[src/rtl/fc_argmax_classifier.sv]
// Argmax stage after the last FC layer: snapshots the logits, scans one per cycle,
// and reports the winning index and value with a one-cycle valid pulse.
module fc_argmax_classifier #(
  parameter int unsigned NUM_CLASSES = 10,
  parameter int unsigned ACC_WIDTH   = 32,
  localparam int unsigned IDX_WIDTH  = (NUM_CLASSES > 1) ? $clog2(NUM_CLASSES) : 1
) (
  input  logic                        clk,
  input  logic                        rst_n,
  input  logic                        valid_in,
  input  logic signed [ACC_WIDTH-1:0] logits_in [NUM_CLASSES],
  output logic                        ready_out,
  output logic        [IDX_WIDTH-1:0] class_idx,
  output logic signed [ACC_WIDTH-1:0] max_logit,
  output logic                        valid_out,
  output logic                        dropped
);

  localparam logic [IDX_WIDTH-1:0] LastIdx = IDX_WIDTH'(NUM_CLASSES - 1);

  typedef enum logic [1:0] {StIdle, StScan, StDone} state_e;

  state_e state_q, state_d;

  logic signed [ACC_WIDTH-1:0] logit_buf_q [NUM_CLASSES];
  logic signed [ACC_WIDTH-1:0] best_val_q;
  logic        [IDX_WIDTH-1:0] best_idx_q;
  logic        [IDX_WIDTH-1:0] scan_idx_q;
  logic        [IDX_WIDTH-1:0] class_idx_q;
  logic signed [ACC_WIDTH-1:0] max_logit_q;
  logic                        dropped_q;

  logic signed [ACC_WIDTH-1:0] cand;
  logic                        cand_wins;
  logic signed [ACC_WIDTH-1:0] next_best_val;
  logic        [IDX_WIDTH-1:0] next_best_idx;

  // State register
  always_ff @(posedge clk) begin
    if (!rst_n) begin
      state_q <= StIdle;
    end else begin
      state_q <= state_d;
    end
  end

  // Next-state logic
  always_comb begin
    state_d = state_q;
    unique case (state_q)
      StIdle: begin
        if (valid_in) begin
          state_d = (NUM_CLASSES == 1) ? StDone : StScan;
        end
      end
      StScan: begin
        if (scan_idx_q == LastIdx) begin
          state_d = StDone;
        end
      end
      StDone:  state_d = StIdle;
      default: state_d = StIdle;
    endcase
  end

  // FSM outputs
  always_comb begin
    ready_out = (state_q == StIdle);
    valid_out = (state_q == StDone);
  end

  // Strict > keeps the lowest index among equal maxima.
  always_comb begin
    cand          = logit_buf_q[scan_idx_q];
    cand_wins     = (cand > best_val_q);
    next_best_val = cand_wins ? cand : best_val_q;
    next_best_idx = cand_wins ? scan_idx_q : best_idx_q;
  end

  always_ff @(posedge clk) begin
    if (!rst_n) begin
      logit_buf_q <= '{default: '0};
      best_val_q  <= '0;
      best_idx_q  <= '0;
      scan_idx_q  <= '0;
      class_idx_q <= '0;
      max_logit_q <= '0;
      dropped_q   <= 1'b0;
    end else begin
      dropped_q <= valid_in && (state_q != StIdle);
      unique case (state_q)
        StIdle: begin
          if (valid_in) begin
            logit_buf_q <= logits_in;
            best_val_q  <= logits_in[0];
            best_idx_q  <= '0;
            scan_idx_q  <= IDX_WIDTH'(1);
            if (NUM_CLASSES == 1) begin
              class_idx_q <= '0;
              max_logit_q <= logits_in[0];
            end
          end
        end
        StScan: begin
          best_val_q <= next_best_val;
          best_idx_q <= next_best_idx;
          scan_idx_q <= scan_idx_q + IDX_WIDTH'(1);
          if (scan_idx_q == LastIdx) begin
            class_idx_q <= next_best_idx;
            max_logit_q <= next_best_val;
          end
        end
        default: ;
      endcase
    end
  end

  assign class_idx = class_idx_q;
  assign max_logit = max_logit_q;
  assign dropped   = dropped_q;

endmodule
[config.mk]
export PLATFORM = sky130hd
export DESIGN_NAME = fc_argmax_classifier
export DESIGN_NICKNAME = d
export VERILOG_FILES = /design/src/rtl/fc_argmax_classifier.sv
export SDC_FILE = /design/constraint.sdc
export NUM_CORES = 1
export LEC_CHECK = 0
export ABC_AREA = 1
export CORE_MARGIN = 2
export CORE_UTILIZATION = 56
export CTS_CLUSTER_SIZE = 14
export DETAILED_ROUTE_END_ITERATION = 10
export PLACE_DENSITY = 0.86
export SLEW_MARGIN = 10
export SYNTH_ARGS = -nofsm -noshare
export SYNTH_HDL_FRONTEND = slang
export SYNTH_SLANG_ARGS = --single-unit
[constraint.sdc]
create_clock -name clk -period 9.7 [get_ports clk]
set_clock_uncertainty 0.15 [all_clocks]
set_input_delay 0.97 -clock clk [delete_from_list [all_inputs] [get_ports clk]]
set_output_delay 0.97 -clock clk [all_outputs]
set_load 0.005 [all_outputs]
=== Word-level counts from Yosys, hierarchy flattened ===
Index checks and enable logic that the tools add are counted.

* Bits in registers: 399
* Input port bits: 323

* Add/subtract/negate cells: 1
* Order comparisons: 2
* Eq/ne operators: 5
* Muxes and demuxes: 14
* Bitwise logic cells: 1
* Reductions and logical operators: 8

{| class="wikitable"
|+ Operator list
! kind !! number
|-
| 32-bit binary-select mux with 4-bit select || 1
|-
| 32-bit two-way mux || 4
|-
| 32-bit case mux with 2 select lines || 1
|-
| 32-bit greater-than comparator || 1
|-
| 4-bit case mux with 2 select lines || 2
|-
| 4-bit two-way mux || 3
|-
| 2-bit AND reduction || 4
|-
| 5-bit >= comparator, second input constant || 1
|-
| 4-bit inverter with 5-bit output || 1
|-
| 4-bit by 1-bit adder with 4-bit output, second input constant || 1
|-
| 4-bit == test, second input constant || 1
|-
| 2-bit two-way mux || 2
|-
| 2-bit inequality test, second input constant || 2
|-
| 2-bit case mux with 2 select lines || 1
|-
| 2-bit nonzero test || 2
|-
| 2-bit by 1-bit == test with 1-bit output, second input constant || 1
|-
| 2-bit == test, second input constant || 1
|-
| 2-bit zero test || 1
|-
| 1-bit logical AND || 1
|}

=== Longest topological paths before layout ===
Gate-level depths: netlist of the first run.

* Depth after elaboration: 7
* Mapped depth: 28
* Gate-level depth less buffers: 24

=== Least setup slack after synthesis of the first run ===
Ideal clock, no wire load.

* Path kind: flip-flop to flip-flop
* From: reg scan_idx_q[0]
* To: reg best_val_q[10]
* Setup time: 0.132 ns
* Data arrival time: 2.985 ns
* Required time: 9.418 ns
* Setup slack: 6.433 ns
* Stages on the path, launching flop included: 22
* Path buffers: 5
* Cell sequence: dfxtp_1 > buf_2 > inv_2 > buf_4 > buf_4 > buf_2 > o21ai_0 > o211ai_1 > nand3_1 > nand2_1 > ha_1 > nand2_1 > nor2_1 > nand2_1 > inv_1 > a21oi_1 > nand2_1 > nand2_2 > clkbuf_1 > nand4_1 > nand3_1 > a21oi_1

* Cells in the longest elaborated chain, start to end: 7

{| class="wikitable"
|+ RTL lines
! what !! RTL line !! RTL
|-
| start: declaration || 28 || <nowiki>logic [IDX_WIDTH-1:0] scan_idx_q;</nowiki>
|-
| start signal: assignment || 107 || <nowiki>scan_idx_q <= scan_idx_q + IDX_WIDTH'(1);</nowiki>
|-
| 4-bit inverter with 5-bit output (not written as such) * || 74 || <nowiki>cand = logit_buf_q[scan_idx_q];</nowiki>
|-
| 32-bit binary-select mux with 4-bit select * || 74 ||
|-
| 32-bit two-way mux (not written as such) * (2 in a row) || 74 ||
|-
| 32-bit greater-than comparator || 75 || <nowiki>cand_wins = (cand > best_val_q);</nowiki>
|-
| 32-bit two-way mux * || 76 || <nowiki>next_best_val = cand_wins ? cand : best_val_q;</nowiki>
|-
| 32-bit case mux with 2 select lines * || 91 || <nowiki>unique case (state_q)</nowiki>
|-
| end signal: assignment || 95 || <nowiki>best_val_q <= logits_in[0];</nowiki>
|-
| end signal: assignment || 105 || <nowiki>best_val_q <= next_best_val;</nowiki>
|-
| end: declaration || 26 || <nowiki>logic signed [ACC_WIDTH-1:0] best_val_q;</nowiki>
|}

Mark *: on every way between the ends. The rest lies on a longest branch, timed or not. The select of a mux whose other input is x is not followed.
A chain may end at the register's enable or synchronous reset.

=== Final worst setup path of the first run ===
* From: reg scan_idx_q[0]
* To: reg best_idx_q[2]

* Cells in the longest elaborated chain, start to end: 7

{| class="wikitable"
|+ RTL lines
! what !! RTL line !! RTL
|-
| 4-bit inverter with 5-bit output (not written as such) || 74 ||
|-
| 32-bit binary-select mux with 4-bit select || 74 ||
|-
| 32-bit two-way mux (not written as such) (2 in a row) || 74 ||
|-
| 32-bit greater-than comparator || 75 ||
|-
| 4-bit two-way mux || 77 || <nowiki>next_best_idx = cand_wins ? scan_idx_q : best_idx_q;</nowiki>
|-
| 4-bit case mux with 2 select lines || 91 ||
|-
| end signal: assignment || 106 || <nowiki>best_idx_q <= next_best_idx;</nowiki>
|-
| end: declaration || 27 || <nowiki>logic [IDX_WIDTH-1:0] best_idx_q;</nowiki>
|}

Every way passes these cells. The select of a mux whose other input is x is not followed.

==> results of run 1 <==
flip-flops by register name, indices dropped and copies added (netlist names):
signal and cells:
logit_buf_q 320, best_val_q 32, max_logit 32, best_idx_q 4, class_idx 4, scan_idx_q 4
state_q 2, dropped 1
worst reg2reg max path, cell delays in order (launching register included):
cell      delay, ns
dfxtp_4        0.54
inv_4          0.74
buf_4          0.77
nor2_1         0.15
o211ai_1       0.44
nand3_1        0.29
nand2_1        0.24
ha_1           0.15
nand4_1        0.14
nor2_1         0.20
nand4_2        0.73
nand3_4        0.75
nand2_1        0.16
nand3_1        0.12
a21oi_1        0.08
area by class of cell:
class                      count  area share, %
multi-input combinational   1950           38.8
sequential                   399           34.9
timing repair buffer         374           16.3
clock buffer                  65           5.52
tap                          402           2.19
inverter                     118           1.98
clock inverter                10          0.284
antenna                        4         0.0437
power by group:
part           switching (mW)  internal (mW)  total (mW)
logic                   0.700          0.379        1.08
registers              0.0771           1.77        1.85
clock network           0.662          0.897        1.56
cell usage after synthesis (2+ instances only):
cell type	count	share of area, %
o211ai_1	66	2.7
clkbuf_1	158	3.3
buf_4	2	0.083
inv_2	8	0.17
o21ai_0	451	12
inv_1	109	2.3
a21oi_1	86	2.4
nand3_1	144	4.0
o21a_1	2	0.083
nand4_1	39	1.3
ha_1	34	2.3
buf_2	35	0.97
buf_1	7	0.14
dfxtp_1	399	44
nor2_1	783	16
nand2_1	335	6.9
cell usage in the layout (no fill, tap or decap), types with 2 or more instances in the layout:
cell type / n
clkinvlp_4: 3
clkdlybuf4s50_1: 360
o21ai_0: 451
clkbuf_1: 9
buf_4: 12
inv_2: 6
inv_1: 109
nor2_1: 782
nand2_1: 334
nand4_1: 39
ha_1: 34
o211ai_1: 66
inv_6: 2
dfxtp_1: 397
o21a_1: 2
a21oi_1: 86
clkbuf_16: 41
clkbuf_8: 16
dfxtp_4: 2
clkinv_2: 5
nand3_1: 144
diode_2: 4
path summary, 6_finish.rpt:
| check | from | to | slack, ns | depth (start not counted) |
|---|---|---|---|---|
| hold reg to reg | logit_buf_q[307]$_SDFFE_PN0P_ | logit_buf_q[307]$_SDFFE_PN0P_ | 0.32 | 2 |
| setup reg to reg | scan_idx_q[0]$_SDFFE_PN0P_ | best_idx_q[2]$_SDFFE_PN0P_ | 3.87 | 14 |
| hold / removal | logit_buf_q[307]$_SDFFE_PN0P_ | logit_buf_q[307]$_SDFFE_PN0P_ | 0.32 | 2 |
| setup / recovery | scan_idx_q[0]$_SDFFE_PN0P_ | best_idx_q[2]$_SDFFE_PN0P_ | 3.87 | 14 |
routing by layer:
layer | up-vias | wire [um] | part of all wire [%]
li1 | 9137 | - | -
met1 | 8999 | 25700 | 40
met2 | 1080 | 28900 | 45
met3 | 169 | 5780 | 9.1
met4 | 0 | 3450 | 5.4
met5 | - | 0 | 0
kinds of logic (layout without fill, tap and decap cells):
kind of cell | count (synthesis) | count (layout) | share of synthesized area [%]
AND/OR/NAND/NOR | 1309 | 1309 | 28.9
AO/OA/AOI/OAI | 607 | 607 | 17.7
flip-flops | 399 | 399 | 44.1
buffers and inverters | 320 | 567 | 6.91
adder cells (fa/ha/maj) | 34 | 34 | 2.35
other | 0 | 4 | 0
==> impl_metrics.ini, run 1 <==
[floorplan]
die-area_sq_um = 33800
rows = 65
die_w_um = 184
pin_count = 362
die_y_um = 184
core_sq_um = 31700
start_util_pct = 57.1

[finish]
finalInstanceArea_sq_um = 22900
drive_gt1_share_pct = 3.40
fin_cells = 3322
multi_input_area_sq_um = 8900
register_area_sq_um = 8000
fin_nets = 3241
final_core_util_pct = 72.3
n_fill_cell = 2513
areaGrowthSynthToFinish_pct = 26.5

[drt]
drt_wl_total_mm = 63.8
viasPerCell = 5.84
drtIter0Drc = 2412
routedWlPerCell_um = 19.2
vias = 19385
drtAntennaViolNets = 0
post-route-drc-count = 0
dr.pass1.iters = 6

[timing]
rsz0062_at_grt = false
max_freq_mhz = 171
slew_violations = 0
min_period_over_period_pct = 60.1
worstMarginPinSlew_ns = 1.42
hold_viol = 0
relSlewSlack_pct = 5.50
finalSetupTns_ns = 0
setup_viol = 0
fin_ws_ns = 3.87
hold_slack_ns = 0.318
period_needed_ns = 5.83

[grt]
busiest_layer = met2
track_usage_pct = 37.1
antenna_found_initial = 5
grt_pass1_vias = 17946
gr-usage-met2_pct = 58.8
grt_pass1_wl_mm = 98.2
grt_overflow = 0
grt_max_degree = 321
gr-usage-met1_pct = 49.0
grt_use_met3_pct = 5.76

[setup_path]
required_ns = 9.93
worst_ep_arrival_time_ns = 6.06
setup.worst_path.start_class = flop
crit_family = simple AND/OR/NAND/NOR gates
crit_type = flop to flop
end_kind = flop
crit_chain = inv_4 > buf_4 > nor2_1 > o211ai_1 > nand3_1 > nand2_1 > ha_1 > nand4_1 > nor2_1 > nand4_2 > nand3_4 > nand2_1 > nand3_1 > a21oi_1
cp_max_fo = 86
crit_slowest_cell = buf_4
worst_path_largest_cell_delay_ns = 0.77
cp.buffers_inverters = 2

[clocking]
cts_tree = done
cts_made_buffers = 41
cts-resized-gates = 0
post_cts_buffers = 0
cts.sinks = 399
insertion_delay_ns = 0.55
htreeDepth = 2
cts_root_buf = clkbuf_16
clk_pin_slew_ns = 0.06
holdBufCountCts = 0
cts_buffer_depth = 3

[yosys]
synth_cells = 2669
syn-num-nets = 3026
synthArstFlopShare_pct = 0
yosysWarnings = 0
synth-seq-cells = 399
synth_area_per_cell_sq_um = 6.79
yosysUniqueCellTypes = 27
syn_area_sq_um = 18100
yosys_most_used_dff = dfxtp_1
synth_edf_count = 0
synth_seq_area_share_pct = 44.1

[pwr]
p_per_area_nw_per_um2 = 196
peakVddDrop_mv = 0.115
p_leak_nw = 9.53
power_mw = 4.49

[placed_design]
placed_area_sq_um = 21600
pre_cts_ws_ns = 4.02
gp_congestion = 0.989
placed_cells = 3243
dpl.hpwl_mm = 44.6
io_buffers = 361

[run_status]
status = complete, no violations

[worst_hold_path]
hold_path_class = flop to flop

[run]
cap_violations = 0
(Power assumes the default switching activity.)
==> inputs of run 2 (changes only) <==
--- a/config.mk
+++ b/config.mk
@@ -7,10 +7,10 @@
 export LEC_CHECK = 0
 export ABC_AREA = 1
 export CORE_MARGIN = 2
-export CORE_UTILIZATION = 56
+export CORE_UTILIZATION = 47
 export CTS_CLUSTER_SIZE = 14
 export DETAILED_ROUTE_END_ITERATION = 10
-export PLACE_DENSITY = 0.86
+export PLACE_DENSITY = 0.77
 export SLEW_MARGIN = 10
 export SYNTH_ARGS = -nofsm -noshare
 export SYNTH_HDL_FRONTEND = slang
==> constraint.sdc (replaced) <==
create_clock -name clk -period 5 [get_ports clk]
set_clock_uncertainty 0.15 [all_clocks]
set_input_delay 0.5 -clock clk [delete_from_list [all_inputs] [get_ports clk]]
set_output_delay 0.5 -clock clk [all_outputs]
set_load 0.005 [all_outputs]
==> run 2 against run 1 <==
Highest routed layer is now met5. Sequential power is 94% higher. Clock-buffer cell count is 5 lower. Final cell count is 3.9% higher. Non-clock buffer count up 19. Worst hold slack improved by 0.0023 ns. Flip-flop and latch count did not move. Maximum frequency increased by 24%. Critical path depth grew 4. Cell area up 1.6%. Via count down 1.1%.
==> impl_metrics.ini, run 2 (synthesized netlist as in run 1, its figures left out) <==
[floorplan]
die_y_um = 200
start_util_pct = 47.9
core_sq_um = 37800
die-area_sq_um = 40200
die_w_um = 200
rows = 71
pin_count = 362

[setup_path]
crit_chain = inv_4 > buf_4 > o21ai_0 > o211ai_1 > nand3_1 > nand2_1 > ha_1 > a21oi_1 > o21ai_0 > nand2_1 > nand2_1 > a21oi_1 > nand2_1 > nand2_2 > nand3_4 > nand2_1 > nand3_1 > a21oi_1
worst_ep_arrival_time_ns = 5.01
crit_slowest_cell = nand3_4
worst_path_largest_cell_delay_ns = 0.50
crit_family = simple AND/OR/NAND/NOR gates
setup.worst_path.start_class = flop
cp_max_fo = 56
cpMostUsedCell = nand2_1
r2r-end = best_val_q[15]$_SDFFE_PN0P_
cp.buffers_inverters = 2
rr_startpoint = scan_idx_q[0]$_SDFFE_PN0P_
worst_r2r_path_depth = 18
reg2reg_slack_ns = 0.31
end_kind = flop
required_ns = 5.32
crit_type = flop to flop

[clocking]
clk_pin_slew_ns = 0.06
holdBufCountCts = 0
cts-resized-gates = 0
cts_buffer_depth = 3
cts.sinks = 399
insertion_delay_ns = 0.56
cts_root_buf = clkbuf_16
htreeDepth = 2
post_cts_buffers = 0
cts_made_buffers = 43
cts_tree = done

[finish]
areaGrowthSynthToFinish_pct = 28.5
largest_reg_flops = 320
finalInstanceArea_sq_um = 23300
final_core_util_pct = 61.5
regMostFlops = logit_buf_q
final_common_cell = nor2_1
fin_nets = 3262
drive_gt1_share_pct = 4.19
most-common-layout-cells = nor2_1 (782), o21ai_0 (451), dfxtp_1 (397), clkdlybuf4s50_1 (360), nand2_1 (334)

[timing]
min_period_over_period_pct = 93.8
hold_viol = 0
period_needed_ns = 4.69
rsz0062_at_grt = false
max_freq_mhz = 213
relSlewSlack_pct = 21.7
worstMarginPinSlew_ns = 1.17
finalSetupTns_ns = 0
slew_violations = 0
hold_slack_ns = 0.320
setup_viol = 0

[drt]
drtAntennaViolNets = 0
post-route-drc-count = 0
viasPerCell = 5.56
drt_wl_total_mm = 66.5
routedWlPerCell_um = 19.3
vias = 19172
dr.pass1.iters = 6
drtIter0Drc = 1824

[worst_hold_path]
worstHoldStart = logit_buf_q[290]$_SDFFE_PN0P_
whs_endpoint = logit_buf_q[290]$_SDFFE_PN0P_
hold_path_class = flop to flop
hold_depth = 2

[run]
cap_violations = 0

[pwr]
p_per_area_nw_per_um2 = 382
peakVddDrop_mv = 0.237
p_leak_nw = 9.67
power_mw = 8.89

[placed_design]
io_buffers = 361
dpl.hpwl_mm = 47.4
gp_congestion = 0.947
placed_area_sq_um = 21900

[grt]
grt_overflow = 0
grt_max_degree = 235
grt_pass1_vias = 18260
grt_pass1_wl_mm = 102
track_usage_pct = 32.1
antenna_found_initial = 2

[run_status]
status = complete, no violations
-- run 2: per-stage QoR --
| step | instances | worst slack (ns) |
|---|---|---|
| floorplan | 2669 | 1.73 |
| global placement | 3371 | 0.577 |
| detailed placement | 3371 | 0.469 |
| CTS | 3450 | 0.435 |
| global route | 3450 | 0.0399 |
| finish | 3451 | 0.311 |
-- run 2: cell type report --
type / instances / area, sq um
fillers: 3476 / 14600
multi-input cells: 1950 / 8900
flip-flops and latches: 399 / 8000
repair buffers: 393 / 3910
clock buffers: 60 / 1240
well taps: 511 / 639
inverters: 118 / 453
clock inverters: 19 / 153
diodes: 1 / 2.50
-- run 2: where the power goes --
group	internal [mW]	leakage (nW)	switching, mW	total, mW
Combinational	0.761	5.68	1.40	2.16
Sequential	3.44	3.30	0.145	3.59
Clock	1.80	0.687	1.34	3.14
Total	6.00	9.67	2.89	8.89
-- run 2: worst reg2reg max path: stages (launching register included) --
cell and delay, ns:
dfxtp_4 0.36, inv_4 0.46, buf_4 0.53, o21ai_0 0.26
o211ai_1 0.19, nand3_1 0.19, nand2_1 0.15, ha_1 0.25
a21oi_1 0.16, o21ai_0 0.14, nand2_1 0.08, nand2_1 0.05
a21oi_1 0.21, nand2_1 0.11, nand2_2 0.30, nand3_4 0.51
nand2_1 0.24, nand3_1 0.11, a21oi_1 0.17
-- run 2: how the worst max path moves through the flow --
stage	cells past startpoint	endpoint	slack, ns	from
CTS	18	best_val_q[18]$_SDFFE_PN0P_	0.43	scan_idx_q[0]$_SDFFE_PN0P_
detailed placement	18	best_val_q[15]$_SDFFE_PN0P_	0.47	scan_idx_q[0]$_SDFFE_PN0P_
global route	18	best_val_q[28]$_SDFFE_PN0P_	0.04	scan_idx_q[0]$_SDFFE_PN0P_
finish	18	best_val_q[15]$_SDFFE_PN0P_	0.31	scan_idx_q[0]$_SDFFE_PN0P_
global placement	18	best_idx_q[0]$_SDFFE_PN0P_	0.58	scan_idx_q[0]$_SDFFE_PN0P_
floorplan	21	best_val_q[11]$_SDFFE_PN0P_	1.73	scan_idx_q[0]$_SDFFE_PN0P_
-- run 2: per-layer routing --
metal / GRT usage (%) / up-vias / part of all wire [%]
met5: 0 / - / 0.012
li1: - / 9188 / -
met2: 51.5 / 957 / 45
met4: 12.6 / 2 / 3.9
met3: 5.60 / 137 / 8.7
met1: 43.1 / 8888 / 42
